$ cat config.mk
export PLATFORM = sky130hd
export DESIGN_NAME = decode_stage
export DESIGN_NICKNAME = d
export VERILOG_FILES = /design/src/rtl/decode_stage.sv
export SDC_FILE = /design/constraint.sdc
export NUM_CORES = 2
export LEC_CHECK = 0
export ABC_CLOCK_PERIOD_IN_PS = 55600
export BUFFER_PORTS_ARGS = -buffer_cell sky130_fd_sc_hd__buf_2
export CORE_MARGIN = 2
export CORE_UTILIZATION = 48
export CTS_CLUSTER_SIZE = 28
export DETAILED_ROUTE_END_ITERATION = 12
export GPL_TIMING_DRIVEN = 0
export PLACE_DENSITY_LB_ADDON = 0.15
export SETUP_SLACK_MARGIN = 0.3
export SYNTH_ARGS = -nofsm -noshare
export SYNTH_HDL_FRONTEND = slang
export SYNTH_SLANG_ARGS = --single-unit
export TNS_END_PERCENT = 50
$ cat constraint.sdc
create_clock -name clk -period 55.6 [get_ports clk]
set_clock_uncertainty 0.1 [all_clocks]
set_input_delay 5.56 -clock clk [delete_from_list [all_inputs] [get_ports clk]]
set_output_delay 5.56 -clock clk [all_outputs]
set_load 0.05 [all_outputs]
$ cat src/rtl/decode_stage.sv
`default_nettype none
// ============================================================================
// decode_stage : IF/ID register, field split, register file with optional
//                write-back bypass, immediate extension, load-use interlock
//                and registered ID/EX bundle.  Revision 1.0
// ============================================================================
module decode_stage #(
    parameter int DATA_W    = 32,
    parameter int REG_COUNT = 32,
    parameter int BYPASS    = 1
) (
    input  logic              clk,
    input  logic              rst,
    input  logic              if_valid,
    input  logic [31:0]       if_instr,
    input  logic [DATA_W-1:0] if_pc,
    output logic              id_ready,
    input  logic              ex_stall,
    input  logic              flush,
    input  logic              wb_we,
    input  logic [4:0]        wb_addr,
    input  logic [DATA_W-1:0] wb_data,
    output logic              ex_valid,
    output logic [5:0]        ex_op,
    output logic [5:0]        ex_funct,
    output logic [4:0]        ex_rs,
    output logic [4:0]        ex_rt,
    output logic [4:0]        ex_dest,
    output logic [DATA_W-1:0] ex_rs_val,
    output logic [DATA_W-1:0] ex_rt_val,
    output logic [DATA_W-1:0] ex_imm,
    output logic [DATA_W-1:0] ex_pc,
    output logic              ex_mem_read,
    output logic              ex_reg_write
);

    localparam int IDX_W = $clog2(REG_COUNT);

    localparam logic [5:0] c_OP_RTYPE = 6'h00;
    localparam logic [5:0] c_OP_BEQ   = 6'h04;
    localparam logic [5:0] c_OP_BNE   = 6'h05;
    localparam logic [5:0] c_OP_ANDI  = 6'h0C;
    localparam logic [5:0] c_OP_ORI   = 6'h0D;
    localparam logic [5:0] c_OP_XORI  = 6'h0E;
    localparam logic [5:0] c_OP_LUI   = 6'h0F;
    localparam logic [5:0] c_OP_LW    = 6'h23;
    localparam logic [5:0] c_OP_SW    = 6'h2B;

    // IF/ID register
    logic              ifid_valid_q, ifid_valid_d;
    logic [31:0]       ifid_instr_q, ifid_instr_d;
    logic [DATA_W-1:0] ifid_pc_q,    ifid_pc_d;

    // ID/EX register
    logic              ex_valid_q,     ex_valid_d;
    logic [5:0]        ex_op_q,        ex_op_d;
    logic [5:0]        ex_funct_q,     ex_funct_d;
    logic [4:0]        ex_rs_q,        ex_rs_d;
    logic [4:0]        ex_rt_q,        ex_rt_d;
    logic [4:0]        ex_dest_q,      ex_dest_d;
    logic [DATA_W-1:0] ex_rs_val_q,    ex_rs_val_d;
    logic [DATA_W-1:0] ex_rt_val_q,    ex_rt_val_d;
    logic [DATA_W-1:0] ex_imm_q,       ex_imm_d;
    logic [DATA_W-1:0] ex_pc_q,        ex_pc_d;
    logic              ex_mem_read_q,  ex_mem_read_d;
    logic              ex_reg_write_q, ex_reg_write_d;

    logic [DATA_W-1:0] rf_q [REG_COUNT];

    logic [5:0]        w_op, w_funct;
    logic [4:0]        w_rs, w_rt, w_rd, w_dest;
    logic [15:0]       w_imm16;
    logic [DATA_W-1:0] w_imm_sext, w_imm_zext, w_imm_lui, w_imm;
    logic [IDX_W-1:0]  w_rs_idx, w_rt_idx, w_wb_idx;
    logic [DATA_W-1:0] w_rs_val, w_rt_val;
    logic              w_rt_use, w_writes_reg, w_hazard;

    assign w_op     = ifid_instr_q[31:26];
    assign w_rs     = ifid_instr_q[25:21];
    assign w_rt     = ifid_instr_q[20:16];
    assign w_rd     = ifid_instr_q[15:11];
    assign w_funct  = ifid_instr_q[5:0];
    assign w_imm16  = ifid_instr_q[15:0];
    assign w_dest   = (w_op == c_OP_RTYPE) ? w_rd : w_rt;

    generate
        if (DATA_W == 16) begin : g_imm_narrow
            assign w_imm_sext = w_imm16;
            assign w_imm_zext = w_imm16;
            assign w_imm_lui  = w_imm16;
        end else begin : g_imm_wide
            logic [DATA_W+15:0] w_lui_full;
            assign w_imm_sext = {{(DATA_W-16){w_imm16[15]}}, w_imm16};
            assign w_imm_zext = {{(DATA_W-16){1'b0}}, w_imm16};
            assign w_lui_full = {{DATA_W{1'b0}}, w_imm16} << 16;
            assign w_imm_lui  = w_lui_full[DATA_W-1:0];
        end
    endgenerate

    always_comb begin
        w_imm = w_imm_sext;
        if (w_op == c_OP_ANDI || w_op == c_OP_ORI || w_op == c_OP_XORI)
            w_imm = w_imm_zext;
        else if (w_op == c_OP_LUI)
            w_imm = w_imm_lui;
    end

    // Only the low index bits select a register, so wider indices alias.
    assign w_rs_idx = w_rs[IDX_W-1:0];
    assign w_rt_idx = w_rt[IDX_W-1:0];
    assign w_wb_idx = wb_addr[IDX_W-1:0];

    always_comb begin
        w_rs_val = rf_q[w_rs_idx];
        w_rt_val = rf_q[w_rt_idx];
        if (BYPASS != 0 && wb_we && w_wb_idx == w_rs_idx)
            w_rs_val = wb_data;
        if (BYPASS != 0 && wb_we && w_wb_idx == w_rt_idx)
            w_rt_val = wb_data;
        if (w_rs_idx == '0)
            w_rs_val = '0;
        if (w_rt_idx == '0)
            w_rt_val = '0;
    end

    assign w_rt_use     = (w_op == c_OP_RTYPE) || (w_op == c_OP_BEQ) ||
                          (w_op == c_OP_BNE)   || (w_op == c_OP_SW);
    assign w_writes_reg = (w_op == c_OP_RTYPE) || (w_op[5:3] == 3'b001) ||
                          (w_op == c_OP_LW);

    assign w_hazard = ex_valid_q && ex_mem_read_q && (ex_dest_q != 5'd0) &&
                      ifid_valid_q &&
                      ((ex_dest_q == w_rs) || (w_rt_use && (ex_dest_q == w_rt)));

    assign id_ready = !w_hazard && !ex_stall;

    always_comb begin
        ifid_valid_d   = ifid_valid_q;
        ifid_instr_d   = ifid_instr_q;
        ifid_pc_d      = ifid_pc_q;
        ex_valid_d     = ex_valid_q;
        ex_op_d        = ex_op_q;
        ex_funct_d     = ex_funct_q;
        ex_rs_d        = ex_rs_q;
        ex_rt_d        = ex_rt_q;
        ex_dest_d      = ex_dest_q;
        ex_rs_val_d    = ex_rs_val_q;
        ex_rt_val_d    = ex_rt_val_q;
        ex_imm_d       = ex_imm_q;
        ex_pc_d        = ex_pc_q;
        ex_mem_read_d  = ex_mem_read_q;
        ex_reg_write_d = ex_reg_write_q;
        if (flush) begin
            ifid_valid_d   = 1'b0;
            ex_valid_d     = 1'b0;
            ex_mem_read_d  = 1'b0;
            ex_reg_write_d = 1'b0;
        end else if (ex_stall) begin
            ex_valid_d     = ex_valid_q;
        end else if (w_hazard) begin
            ex_valid_d     = 1'b0;
            ex_mem_read_d  = 1'b0;
            ex_reg_write_d = 1'b0;
        end else begin
            ex_valid_d     = ifid_valid_q;
            ex_op_d        = w_op;
            ex_funct_d     = w_funct;
            ex_rs_d        = w_rs;
            ex_rt_d        = w_rt;
            ex_dest_d      = w_dest;
            ex_rs_val_d    = w_rs_val;
            ex_rt_val_d    = w_rt_val;
            ex_imm_d       = w_imm;
            ex_pc_d        = ifid_pc_q;
            ex_mem_read_d  = ifid_valid_q && (w_op == c_OP_LW);
            ex_reg_write_d = ifid_valid_q && w_writes_reg && (w_dest != 5'd0);
            ifid_valid_d   = if_valid;
            ifid_instr_d   = if_instr;
            ifid_pc_d      = if_pc;
        end
    end

    always_ff @(posedge clk or posedge rst) begin
        if (rst) begin
            ifid_valid_q   <= 1'b0;
            ifid_instr_q   <= '0;
            ifid_pc_q      <= '0;
            ex_valid_q     <= 1'b0;
            ex_op_q        <= '0;
            ex_funct_q     <= '0;
            ex_rs_q        <= '0;
            ex_rt_q        <= '0;
            ex_dest_q      <= '0;
            ex_rs_val_q    <= '0;
            ex_rt_val_q    <= '0;
            ex_imm_q       <= '0;
            ex_pc_q        <= '0;
            ex_mem_read_q  <= 1'b0;
            ex_reg_write_q <= 1'b0;
        end else begin
            ifid_valid_q   <= ifid_valid_d;
            ifid_instr_q   <= ifid_instr_d;
            ifid_pc_q      <= ifid_pc_d;
            ex_valid_q     <= ex_valid_d;
            ex_op_q        <= ex_op_d;
            ex_funct_q     <= ex_funct_d;
            ex_rs_q        <= ex_rs_d;
            ex_rt_q        <= ex_rt_d;
            ex_dest_q      <= ex_dest_d;
            ex_rs_val_q    <= ex_rs_val_d;
            ex_rt_val_q    <= ex_rt_val_d;
            ex_imm_q       <= ex_imm_d;
            ex_pc_q        <= ex_pc_d;
            ex_mem_read_q  <= ex_mem_read_d;
            ex_reg_write_q <= ex_reg_write_d;
        end
    end

    // Write-back is independent of stall/flush; r0 is never written.
    always_ff @(posedge clk or posedge rst) begin
        if (rst) begin
            for (int i = 0; i < REG_COUNT; i++)
                rf_q[i] <= '0;
        end else if (wb_we && w_wb_idx != '0) begin
            rf_q[w_wb_idx] <= wb_data;
        end
    end

    assign ex_valid     = ex_valid_q;
    assign ex_op        = ex_op_q;
    assign ex_funct     = ex_funct_q;
    assign ex_rs        = ex_rs_q;
    assign ex_rt        = ex_rt_q;
    assign ex_dest      = ex_dest_q;
    assign ex_rs_val    = ex_rs_val_q;
    assign ex_rt_val    = ex_rt_val_q;
    assign ex_imm       = ex_imm_q;
    assign ex_pc        = ex_pc_q;
    assign ex_mem_read  = ex_mem_read_q;
    assign ex_reg_write = ex_reg_write_q;

endmodule
`default_nettype wire
* Yosys cells after proc, flatten, opt, wreduce, memory -nomap -nowiden
Index checks and enable logic that the tools add are counted.
** Storage, ports and cells
- Memories :: 0
- Latch bits :: 0
- Register bits after elaboration :: 1247
- Output and inout port bits :: 159
- Input port bits :: 107
- Memory bits (writable) :: 0
- Bits in read-only memories :: 0
** Operators by class
- Div/mod/pow operators :: 0
- $add $sub $neg :: 0
- Equality and inequality tests :: 15
- Mux-type cells :: 28
- Reductions and logical operators :: 31
- Magnitude comparators :: 4
- Bitwise operators :: 6
- Shifts and indexed selects :: 0
- Multiply operators :: 0
** Operators with widths (count)
- bitwise mux 1024 bit :: 1
- binary-select mux 32 bit (select 5 bit) :: 2
- 2-to-1 mux 32 bit :: 10
- demux 32 bit (select 5 bit) :: 1
- 2-to-1 mux 31 bit :: 1
- equality test 6 x 4 -> 1 bit (second input constant) :: 4
- equality test 5 bit :: 4
- greater-or-equal comparator 6 bit (second input constant) :: 3
- inverter 5 -> 6 bit :: 3
- nonzero test 5 bit :: 3
- logical AND 1 bit :: 13
- equality test 6 x 3 -> 1 bit (second input constant) :: 2
- equality test 6 bit (second input constant) :: 2
- 2-to-1 mux 1 bit :: 12
- zero test 5 bit :: 2
- logical OR 1 bit :: 8
- zero test 6 bit :: 1
- less-than comparator 6 x 1 -> 1 bit (second input constant) :: 1
- 2-to-1 mux 5 bit :: 1
- equality test 3 x 1 -> 1 bit (second input constant) :: 1
- inverter 1 bit :: 3
- AND reduction 3 bit :: 1
- zero test 1 bit :: 2
- inequality test 2 x 1 -> 1 bit (second input constant) :: 1
- other kinds (2) :: 2

* Depth between registers and ports, before layout
- Depth in word-level cells :: 10
- Mapped depth :: 10
- Gate-level depth less buffers :: 6

* Least setup slack after synthesis
No wires, ideal clock.
- Path type :: input -> output
- Start :: input port ex_stall
- End :: output port id_ready
- Slack :: 43883 ps
- Data arrival time :: 6057 ps
- Required time :: 49940 ps
- Buffers on the path :: 0
- Stages :: 2
- Cells stage by stage :: nand3b_1 > inv_1
** Between the ends
- Longest elaborated chain between the ends :: 2
** RTL lines
- start: declaration :: line 18 : input logic ex_stall,
- zero test 1 bit :: line 135 : assign id_ready = !w_hazard && !ex_stall;
- logical AND 1 bit :: line 135
- end: declaration :: line 17 : output logic id_ready,
No other way between the ends.

* Worst setup path in the final report
Same ends and word-level chain as after synthesis.

==> results.md <==
- Critical Path Source Type: primary input
- Die ar.: 0.134 mm²
- Vias in the first global route: 41073
- # DRC: 0
- Fin crit period: 11.92 ns
- Worst Setup End Kind: output pin
- Post-synth top area share: 0.494
- Average wire per standard cell: 34.2 µm
- 1st-pass router iterations: 6
- Status: complete, but fails checks
- Synth Flop Type: dfrtp_1
- Synth cell count leaders: dfrtp_1 (1247), mux2_2 (1065), mux4_2 (636), clkbuf_1 (263), nand2_1 (139)
- Total gr overflow: 0
- Max-slew headroom: -0.00556
- PD cells: 42.7 mW/mm²
- Syn Nets: 4049
- F_max: 0.0839 GHz
- Synth area leaders: dfrtp_1 (49%), mux4_2 (23%), mux2_2 (19%)
- Largest net degree at the start of global routing: 124
- Share of layout cells above drive strength 1: 0.528
- Final wirelength: 213 mm
- Worst Tran Pin Value: 1.51 ns
- Peak supply drop: 0.0000346 V
- First-pass GRT wire length: 304 mm
- Part of the power in registers: 0.399
- Hold crit path type: reg -> reg
- CP Class: in -> out
- RSZ-0062 raised after global routing: no
- Synth Register Bits: 1247
- Avg Vias per Cell: 6.51
- Int Power: 0.00205 W
- Max-slew violations: 11
- Global Route Usage Sum: 0.319
- Max_cap viols: 1
- Mapped Area: 0.0631 mm²
- Via count: 40547
- Multi-input logic area: 0.0301 mm²
- Hpwl dp: 145 mm
- CTS sink count: 1247
- Clk buf depth: 3
- Die height: 367 µm
- Syn_area_per_cell: 16.0 µm²
- CTS buffer count: 142
- Final setup viols: 0
- Layout Nets: 4465
- CTS Hold Bufs: 0
- Post-CTS setup buffers: 0
- Cell type with the largest total area after synthesis: dfrtp_1
- # rows: 133
- Post_cts resized: 0
- Violated checks: max-capacitance violations, max-slew violations
- CTS root buf: clkbuf_16
- Pre-CTS setup slack: 43.68 ns
- H-tree depth: 4
- Arrival time at the worst endpoint: 6.26 ns
- Clk pwr share: 0.306
- Leak: 31.2 nW
- Setup TNS: 0 ns
- Initial antenna violation count: 15
- Fillers: 10746
- Synth warn: 0
- PortBufs: 259
- Initial Util: 0.482
- Post-synth EDFFs: 0
- Worst-path clk slew: 0.05 ns
- Num ports: 266
- Initial DRC count: 3892
- Seq/Total Area, Yosys: 0.494
- Comb pwr share: 0.295
- Clock Latency Late Sink: 0.79 ns
- CTS tree: yes
- Count leader, synth: dfrtp_1
- P_sw: 0.00101 W
- Routability cong.: 0.879
- Synth unique cells: 46
- Min setup slack post-route: 43.68 ns
- CP Max Fanout: 8
- Hold Violations, Final: 0
- Syn Inst Count: 3942
- Async SR Flop Fraction: 1.00
- Worst EP required: 49.94 ns
- Die X-Extent: 367 µm
- Area Growth Syn to Fin: 13.4%
- Net Sw Frac: 0.330
- Placeable Area: 0.131 mm²
- Reg area: 0.0312 mm²
- Period utilization: 0.214
- Antenna-violating nets left: 0
==> final timing paths <==
| check | startpoint | end | slack (ns) | cells past startpoint |
|---|---|---|---|---|
| worst max-delay path | ex_stall | id_ready | 43.68 | 4 |
| worst min-delay path | rf_q[1002] | rf_q[1002] | 0.37 | 1 |
| worst max register to register | ifid_instr_q[25] | ex_rs_val[2] | 50.83 | 8 |
| worst min register to register | rf_q[1002] | rf_q[1002] | 0.37 | 1 |
| max in group asynchronous | rst | rf_q[278] | 48.17 | 6 |
| min in group asynchronous | rst | ex_rs_val[5] | 4.74 | 2 |
==> power groups by stage <==
stage,clock (W),sequential [W],combinational [W]
after detailed placement,0,0.00123,0.000900
final,0.000935,0.00122,0.000901
after floorplan,0,0.00131,0.000539
after CTS,0.000945,0.00121,0.000902
after global routing,0.000982,0.00124,0.000941
after global placement,0,0.00122,0.000885
==> sequential cells by signal (all words and copies together), names as in the netlist, 6 cells and up <==
| name | flops |
|---|---|
| rf_q | 1024 |
| ex_imm | 32 |
| ex_pc | 32 |
| ex_rs_val | 32 |
| ex_rt_val | 32 |
| ifid_instr_q | 32 |
| ifid_pc_q | 32 |
| ex_funct | 6 |
| ex_op | 6 |
==> kinds of logic (layout without fill, tap and decap cells) <==
logic type / Yosys count / after routing / synth area share
AOI/OAI and AO/OA: 198 / 198 / 0.0193
buffers and inverters: 445 / 965 / 0.0298
DFF: 1247 / 1247 / 0.494
xor gates and xnor gates: 20 / 20 / 0.00277
and+or+nand+nor: 215 / 215 / 0.0150
other: 0 / 7 / 0
muxes: 1817 / 1817 / 0.439
==> routing by layer <==
layer	routed length [µm]	vias up	GRT usage
li1	-	16045	-
met1	84500	22134	0.429
met2	100000	1842	0.494
met3	18600	510	0.0828
met4	9530	16	0.133
met5	99	-	0
==> cells in the final DEF, fill, tap and decap left out, types with 5 or more instances in the layout <==
cell type	Yosys	routed
a21oi_1	20	20
a32oi_1	32	32
buf_1	65	64
buf_16	0	11
buf_2	98	358
buf_6	11	11
clkbuf_1	263	294
clkbuf_16	0	142
clkbuf_8	0	32
clkinv_2	0	19
clkinv_8	0	5
dfrtp_1	1247	1247
diode_2	0	7
inv_1	6	5
inv_16	0	6
mux2_2	1065	1065
mux2_4	45	45
mux2i_1	71	71
mux4_2	636	636
nand2_1	139	139
nand3_1	8	8
nand3b_1	5	5
nor2_1	26	26
o21ai_0	104	104
o31ai_1	31	31
xnor2_1	5	5
xor2_1	15	15
==> through the flow <==
step | hold slack, ns | cells | utilization | total power [W] | area (µm²)
2_1_floorplan | 0.341 | 3942 | - | 0.00185 | 63100
6_report | 0.371 | 6224 | 0.546 | 0.00305 | 71600
3_3_place_gp | 0.353 | 5956 | 0.509 | 0.00211 | 66600
3_5_place_dp | 0.364 | 5969 | 0.511 | 0.00213 | 67000
5_1_grt | 0.392 | 6220 | 0.546 | 0.00316 | 71600
4_1_cts | 0.377 | 6217 | 0.546 | 0.00306 | 71600
==> layout make-up <==
type,instances,area share
antenna,7,0.000245
buffer,439,0.0260
clock buffer,207,0.0575
clock inverter,41,0.00663
inverter,6,0.000420
multi-input combinational,2250,0.420
sequential,1247,0.436
tap,1755,0.0307
timing repair buffer,272,0.0226
==> worst max-delay path: stages <==
cell	delay (ns)
buf_2	0.16
nand3b_1	0.22
inv_1	0.07
buf_2	0.25
(Power assumes the default switching activity.)
